**src/rtl/imem_loader.sv**
```systemverilog
// Program loader: turns a length-prefixed, big-endian byte stream into consecutive
// instruction-memory word writes and keeps the CPU held in reset until the image is complete.
module imem_loader #(
    parameter int unsigned ADDR_WIDTH = 10,
    parameter int unsigned BASE_ADDR  = 0
) (
    input  logic                  Clk,
    input  logic                  Reset,
    input  logic                  Start,
    input  logic                  InValid,
    input  logic [7:0]            InData,
    output logic                  InReady,
    output logic                  ImWe,
    output logic [ADDR_WIDTH-1:0] ImAddr,
    output logic [31:0]           ImWData,
    output logic                  Busy,
    output logic                  Done,
    output logic                  Err,
    output logic [15:0]           WordCnt,
    output logic                  CpuHold
);

    // Largest word count that still fits between BASE_ADDR and the top of memory.
    localparam int unsigned LenMax = (1 << ADDR_WIDTH) - BASE_ADDR;
    localparam logic [ADDR_WIDTH-1:0] BaseAddr = ADDR_WIDTH'(BASE_ADDR);

    typedef enum logic [2:0] {
        StIdle,
        StLenHi,
        StLenLo,
        StData,
        StWrite,
        StDone,
        StError
    } state_e;

    state_e                state_q, state_d;
    logic [15:0]           len_q, len_d;
    logic [23:0]           asm_q, asm_d;
    logic [1:0]            byte_idx_q, byte_idx_d;
    logic [ADDR_WIDTH-1:0] addr_q, addr_d;
    logic [31:0]           wdata_q, wdata_d;
    logic [15:0]           word_cnt_q, word_cnt_d;
    logic                  hold_q, hold_d;

    logic                  xfer;
    logic [15:0]           len_full;
    logic [15:0]           word_cnt_inc;

    always_ff @(posedge Clk or negedge Reset) begin
        if (!Reset) begin
            state_q    <= StIdle;
            len_q      <= '0;
            asm_q      <= '0;
            byte_idx_q <= '0;
            addr_q     <= BaseAddr;
            wdata_q    <= '0;
            word_cnt_q <= '0;
            hold_q     <= 1'b1;
        end else begin
            state_q    <= state_d;
            len_q      <= len_d;
            asm_q      <= asm_d;
            byte_idx_q <= byte_idx_d;
            addr_q     <= addr_d;
            wdata_q    <= wdata_d;
            word_cnt_q <= word_cnt_d;
            hold_q     <= hold_d;
        end
    end

    // Readiness is a pure state decode so it never depends on InValid.
    always_comb begin
        InReady = 1'b0;
        Busy    = 1'b0;
        unique case (state_q)
            StLenHi, StLenLo, StData: begin
                InReady = 1'b1;
                Busy    = 1'b1;
            end
            StWrite: Busy = 1'b1;
            default: ;
        endcase
    end

    assign xfer         = InValid && InReady;
    assign len_full     = {len_q[15:8], InData};
    assign word_cnt_inc = word_cnt_q + 16'd1;

    always_comb begin
        state_d    = state_q;
        len_d      = len_q;
        asm_d      = asm_q;
        byte_idx_d = byte_idx_q;
        addr_d     = addr_q;
        wdata_d    = wdata_q;
        word_cnt_d = word_cnt_q;

        unique case (state_q)
            StIdle, StDone, StError: begin
                if (Start) begin
                    state_d    = StLenHi;
                    word_cnt_d = '0;
                    addr_d     = BaseAddr;
                end
            end
            StLenHi: begin
                if (xfer) begin
                    len_d[15:8] = InData;
                    state_d     = StLenLo;
                end
            end
            StLenLo: begin
                if (xfer) begin
                    len_d[7:0] = InData;
                    byte_idx_d = '0;
                    if (len_full == 16'd0) begin
                        state_d = StDone;
                    end else if (32'(len_full) > LenMax) begin
                        state_d = StError;
                    end else begin
                        state_d = StData;
                    end
                end
            end
            StData: begin
                if (xfer) begin
                    if (byte_idx_q == 2'd3) begin
                        // Fourth byte completes the word; stage data and address for WRITE.
                        wdata_d    = {asm_q, InData};
                        addr_d     = BaseAddr + word_cnt_q[ADDR_WIDTH-1:0];
                        byte_idx_d = '0;
                        state_d    = StWrite;
                    end else begin
                        asm_d      = {asm_q[15:0], InData};
                        byte_idx_d = byte_idx_q + 2'd1;
                    end
                end
            end
            StWrite: begin
                word_cnt_d = word_cnt_inc;
                state_d    = (word_cnt_inc == len_q) ? StDone : StData;
            end
            default: state_d = StIdle;
        endcase
    end

    // CPU is released only while a completed image is in memory.
    assign hold_d = (state_d != StDone);

    assign ImWe    = (state_q == StWrite);
    assign ImAddr  = addr_q;
    assign ImWData = wdata_q;
    assign Done    = (state_q == StDone);
    assign Err     = (state_q == StError);
    assign WordCnt = word_cnt_q;
    assign CpuHold = hold_q;

endmodule

```
**config.mk**
```make
export PLATFORM = sky130hd
export DESIGN_NAME = imem_loader
export DESIGN_NICKNAME = d
export VERILOG_FILES = /design/src/rtl/imem_loader.sv
export SDC_FILE = /design/constraint.sdc
export NUM_CORES = 1
export LEC_CHECK = 0
export ABC_AREA = 1
export CAP_MARGIN = 10
export CELL_PAD_IN_SITES_DETAIL_PLACEMENT = 1
export CELL_PAD_IN_SITES_GLOBAL_PLACEMENT = 1
export CORE_ASPECT_RATIO = 0.9
export CORE_MARGIN = 4
export CORE_UTILIZATION = 43
export DETAILED_ROUTE_END_ITERATION = 8
export PLACE_DENSITY_LB_ADDON = 0.1
export REMOVE_ABC_BUFFERS = 1
export SLEW_MARGIN = 20
export SYNTH_ARGS = -nofsm -noshare
export SYNTH_HDL_FRONTEND = slang
export SYNTH_SLANG_ARGS = --single-unit
export TNS_END_PERCENT = 1
```
**constraint.sdc**
```tcl
create_clock -name Clk -period 3.36 [get_ports Clk]
set_clock_uncertainty 0.05 [all_clocks]
set_input_delay 0.504 -clock Clk [delete_from_list [all_inputs] [get_ports Clk]]
set_output_delay 0.504 -clock Clk [all_outputs]
set_load 0.02 [all_outputs]
```
==> impl_metrics.yaml, run 1 <==
place:
  placed_cells: 803
  portBuffers: 75
  place.gp.congestion: 0.864
  pre_cts_ws_ns: 0.867
  post-dp-hpwl_um: 9900
  post_dp_cell_area_um2: 5700
yosys:
  syn_avg_cell_area_um2: 8.11
  ys_top_cells_by_area: "dfrtp_1 (54%), nand2_1 (14%), o21ai_0 (9.6%), inv_1 (5.8%), nand3_1 (3.7%)"
  synth_largest_area_cell: "dfrtp_1"
  syn_inst: 589
  synth_commonest_cells: "nand2_1 (175), dfrtp_1 (103), o21ai_0 (92)"
  synth_edf_count: 0
  synth_seq_area_share_pct: 54.5
  synth_warnings: 0
  ys_types: 30
  netlist_area_um2: 4780
  yosysMostFrequentCell: "nand2_1"
  synth_seq_cells: 104
  synthArstFlopShare_pct: 100
  synth_top_cell_area_share_pct: 53.9
  ys.flop_type: "dfrtp_1"
sta:
  rsz0062_at_grt: "false"
  setup_viol: 0
  relSlewSlack_pct: 53.5
  tightest_slew_ns: 0.697
  timing.hold.ws_ns: 0.125
  finalHoldViolations: 0
  post-route-min-period_ns: 2.89
  fin_setup_tns_ns: 0
  slew_viol_final: 0
  period_share_pct: 85.9
  fmax_ghz: 0.346
  setup_ws_ns: 0.473
clock_network:
  cts_root_buffer: "clkbuf_16"
  clock_latency_ns: 0.36
  cts_hold_buf: 0
  cts_tree: "built"
  cts.clk_slew.worst_paths_ns: 0.08
  htreeDepth: 3
  cts.path.max_buffers: 2
  cts.repair.resized: 0
  cts_buffers: 9
  clock-sinks: 104
  cts_setup_buffers: 0
routing:
  vias: 4206
  drt-total-wl_um: 13600
  drc_errors: 0
  ant_nets: 0
  routedWlPerCell_um: 16.6
  drt-pass1-iter-count: 4
  drt_iter0_drc: 275
  routed_via_density: 5.14
finish:
  fin_cells: 819
  antenna_cells: 0
  final_area_um2: 6030
  drive_gt1_share_pct: 6.00
  nets: 676
  area_growth_pct: 26.2
critical_path:
  crit_type: "reg -> out"
  reg2reg_slack_ns: 0.90
  reg2reg_from: "state_q[2]"
  r2r-end: "ImAddr[3]"
  r2r_cells: 7
  start_kind: "flip-flop"
  required_ns: 2.81
  cp_max_fo: 13
  crit_path_end_kind: "output port"
  arrival_ns: 2.33
floorplan:
  ioPinCount: 76
  start_util_pct: 44.0
  die_w_um: 119
  die_h_um: 108
  dieArea_um2: 12900
  fp.coreArea_um2: 10900
  row_count: 36
grt:
  antenna_found_initial: 0
  grt_pass1_wl_um: 22800
  overflow: 0
  track_usage_pct: 22.4
  grt_start_max_net_pins: 55
  grt_pass1_vias: 4555
run:
  cap_violations: 0
power:
  vdd_ir_drop_max_v: 0.000425
  p_per_area_nw_per_um2: 820
  leakage_uw: 0.00270
min_path:
  hold_path_class: "in -> async"
status:
  outcome: "complete, no violations"
[power by group]
part,switching (uW),internal (uW)
sequential,286,1660
clock,520,671
combinational,1130,676
[critical path, stage by stage, from the launching register on]
cell             delay [ns]
dfrtp_1                0.45
nor2_1                 0.18
inv_1                  0.06
nor2_1                 0.08
buf_4                  0.20
inv_1                  0.26
nand3_1                0.15
clkdlybuf4s50_1        0.61
[cells in the final DEF (no fill, tap or decap)]
| master | n |
|---|---|
| a21oi_1 | 5 |
| a31oi_1 | 1 |
| buf_4 | 8 |
| bufinv_16 | 2 |
| clkbuf_16 | 9 |
| clkdlybuf4s50_1 | 74 |
| clkinv_4 | 1 |
| dfrtp_1 | 103 |
| dfstp_2 | 1 |
| ha_1 | 2 |
| inv_1 | 74 |
| inv_2 | 1 |
| inv_6 | 2 |
| inv_8 | 2 |
| nand2_1 | 175 |
| nand2_2 | 3 |
| nand3_1 | 34 |
| nand3_2 | 2 |
| nand3b_1 | 2 |
| nand4_1 | 10 |
| nor2_1 | 33 |
| nor2_2 | 5 |
| nor2_4 | 2 |
| nor3_1 | 2 |
| nor3_2 | 1 |
| nor4_1 | 1 |
| nor4_4 | 1 |
| o21ai_0 | 92 |
| o21ai_1 | 6 |
| o221ai_1 | 1 |
| o22ai_1 | 8 |
| or2_1 | 1 |
| xnor3_1 | 1 |
| xor2_1 | 2 |
[layer usage]
| layer | GRT usage [%] | share of wire, % | vias to the layer above |
|---|---|---|---|
| met5 | 0 | 0 | - |
| met4 | 7.20 | 1.5 | 0 |
| met3 | 5.33 | 4.5 | 16 |
| met2 | 38.6 | 50 | 69 |
| met1 | 28.1 | 44 | 2091 |
| li1 | - | - | 2030 |
[stage by stage]
step	total power [uW]	util, %
detailed placement	3770	52.5
CTS	5000	55.6
global route	5290	55.6
global placement	3660	52.5
floorplan	2960	-
finish	4950	55.6
[cells by family after synthesis]
group,count (synthesis),synth area share (%)
simple gates,272,24.3
xor+xnor,3,0.838
compound gates,113,12.1
buf+inv,95,7.70
flops,104,54.5
fa+ha+maj,2,0.524
[registers in the layout (all words and copies together), names as in the netlist]
name	cells
ImWData	32
asm_q	24
WordCnt	16
len_q	16
ImAddr	10
state_q	3
byte_idx_q	2
CpuHold	1
[final cells by class]
type | instances | area [um^2]
fill | 1308 | 4820
sequential | 104 | 2600
multi-input combinational | 390 | 1820
timing repair buffer | 82 | 801
inverter | 75 | 282
clock buffer | 9 | 225
tap | 152 | 190
clock inverter | 7 | 109
[worst max-delay path by stage]
| stage | slack (ns) | to | cells after the start | start |
|---|---|---|---|---|
| global placement | 0.93 | Busy | 7 | state_q[0] |
| detailed placement | 0.87 | Busy | 7 | state_q[0] |
| CTS | 0.46 | Busy | 7 | state_q[0] |
| finish | 0.47 | Busy | 7 | state_q[0] |
| global route | 0.36 | Busy | 7 | state_q[0] |
| floorplan | 0.45 | ImAddr[0] | 8 | state_q[2] |
Power figures use the tool's default switching activity.
==> run 2: changes to the inputs <==
CORE_UTILIZATION = 36   (was 43)
clock period = 2.35 ns   (was 3.36 ns; I/O delays follow)
==> run 2 against run 1 <==
- count of clock-buffer cells in the layout unchanged
- core utilization decreased by 8.0 points
- register-to-register slack got worse by 0.58 ns
- non-clock buffer count increased by 9
- combinational power increased by 46%
- critical path depth decreased by 3
- via count decreased by 0.21%
- clock power increased by 30%
- final area increased by 1.3%
- power increased by 41%
- die area increased by 18%
- largest cell class unchanged
- highest routed layer unchanged
==> impl_metrics.yaml, run 2 (synthesis gave the netlist of run 1 again) <==
routing:
  drt-total-wl_um: 13600
  drt-pass1-iter-count: 4
  routedWlPerCell_um: 16.1
  vias: 4197
  ant_nets: 0
  routed_via_density: 5.00
  drc_errors: 0
  drt_iter0_drc: 211
grt:
  gr-usage-met1_pct: 26.7
  overflow: 0
  grt_start_max_net_pins: 61
  use_met2_pct: 31.1
  grt_pass1_vias: 4404
  antenna_found_initial: 0
  track_usage_pct: 19.4
  grt_util_met3_pct: 4.72
  top_usage_layer: "met2"
  grt_pass1_wl_um: 23000
finish:
  layout_commonest_cell: "nand2_1"
  n_fill_cell: 1561
  antenna_cells: 0
  nets: 685
  final_cell_mix: "nand2_1 (175), dfrtp_1 (103), o21ai_0 (92)"
  area_growth_pct: 27.8
  largest_reg_flops: 32
  drive_gt1_share_pct: 7.10
power:
  p_int_uw: 4240
  vdd_ir_drop_max_v: 0.000425
  switching_power_uw: 2720
  power_uw: 6960
  swShare_pct: 39.1
  seqPwrFrac_pct: 39.8
  leakage_uw: 0.00274
  p_per_area_nw_per_um2: 1140
  pwr-share-comb_pct: 37.9
  power_frac_clock_pct: 22.3
clock_network:
  cts.clk_slew.worst_paths_ns: 0.07
  clock_latency_ns: 0.36
  cts.path.max_buffers: 2
  cts_buffers: 9
  htreeDepth: 3
  clock-sinks: 104
  cts_tree: "built"
  cts_root_buffer: "clkbuf_16"
critical_path:
  r2r-end: "CpuHold"
  start_kind: "flip-flop"
  reg2reg_from: "WordCnt[2]"
  cp_max_fo: 6
  crit_type: "reg -> out"
  reg2reg_slack_ns: 0.32
  crit_path_end_kind: "output port"
  arrival_ns: 1.80
  required_ns: 1.95
  r2r_cells: 11
min_path:
  hold_path_class: "in -> async"
sta:
  period_share_pct: 93.7
  slew_viol_final: 0
  setup_viol: 0
  fin_setup_tns_ns: 0
  relSlewSlack_pct: 62.8
  fmax_ghz: 0.454
  post-route-min-period_ns: 2.20
  rsz0062_at_grt: "false"
  finalHoldViolations: 0
  tightest_slew_ns: 0.556
floorplan:
  row_count: 39
  ioPinCount: 76
  die_h_um: 117
  fp.coreArea_um2: 12800
  dieArea_um2: 15200
  die_w_um: 129
  start_util_pct: 37.2
status:
  outcome: "complete, no violations"
run:
  cap_violations: 0
place:
  place.gp.congestion: 0.860
  portBuffers: 75
  post-dp-hpwl_um: 10100
[run 2: cell types whose count changed in the layout (fill, tap and decap cells not counted), sizes merged]
cell,before,now
dlygate4sd2,0,2
clkdlybuf4s50,74,72
bufinv,2,1
clkinv,1,2
buf,8,16
dlygate4sd3,0,1
inv,79,78
clkinvlp,0,1
[run 2: area by class of cell]
cell class                 count  area [um^2]  area share [%]
multi-input combinational    390         1820            29.8
clock buffer                   9          225            3.69
clock inverter                 7         77.6            1.27
sequential                   104         2600            42.6
timing repair buffer          91          893            14.6
tap                          164          205            3.36
inverter                      75          282            4.61
[run 2: worst max-delay path, cell delays in order (launching register included)]
cell	delay, ns
dfrtp_1	0.46
inv_2	0.13
nand3_1	0.11
inv_1	0.12
clkdlybuf4s50_1	0.62
[run 2: metrics by stage]
step	area [um^2]	instances	hold WS, ns	util (%)	worst slack, ns
floorplan	4690	569	0.00691	-	-0.564
global placement	5800	823	0.229	45.2	0.355
detailed placement	5800	823	0.239	45.2	0.272
CTS	6110	840	0.389	47.6	0.130
global route	6110	840	0.421	47.6	0.0225
finish	6110	840	0.395	47.6	0.148
[run 2: what timing repair did]
item | CTS | global route
buffers inserted | 0 | 0
endpoints found under the hold margin | 22 | 0
hold buffers | 1 | 0
setup endpoints to repair | 2 | 0
gates resized for setup | 2 | 0
[run 2: power by group through the flow]
stage	combinational (uW)	sequential (uW)	clock, uW
2_1_floorplan	1250	2970	0
3_3_place_gp	2600	2780	0
3_5_place_dp	2660	2810	0
4_1_cts	2670	2780	1600
5_1_grt	2980	2860	1680
6_report	2640	2770	1550
[run 2: worst max path at each step]
stage	cells after the start	slack, ns	from	endpoint
2_1_floorplan	8	-0.56	state_q[2]	ImAddr[0]
3_3_place_gp	6	0.36	InValid	byte_idx_q[0]
3_5_place_dp	6	0.27	InValid	byte_idx_q[0]
4_1_cts	4	0.13	state_q[0]	Err
5_1_grt	4	0.02	state_q[0]	Err
6_report	4	0.15	state_q[0]	Err
[run 2: metal layers]
metal  vias to the layer above  share of wire [%]
met5                         -                  0
met2                        51                 47
met1                      2090                 49
met3                         9                3.4
li1                       2047                  -
met4                         0               0.86
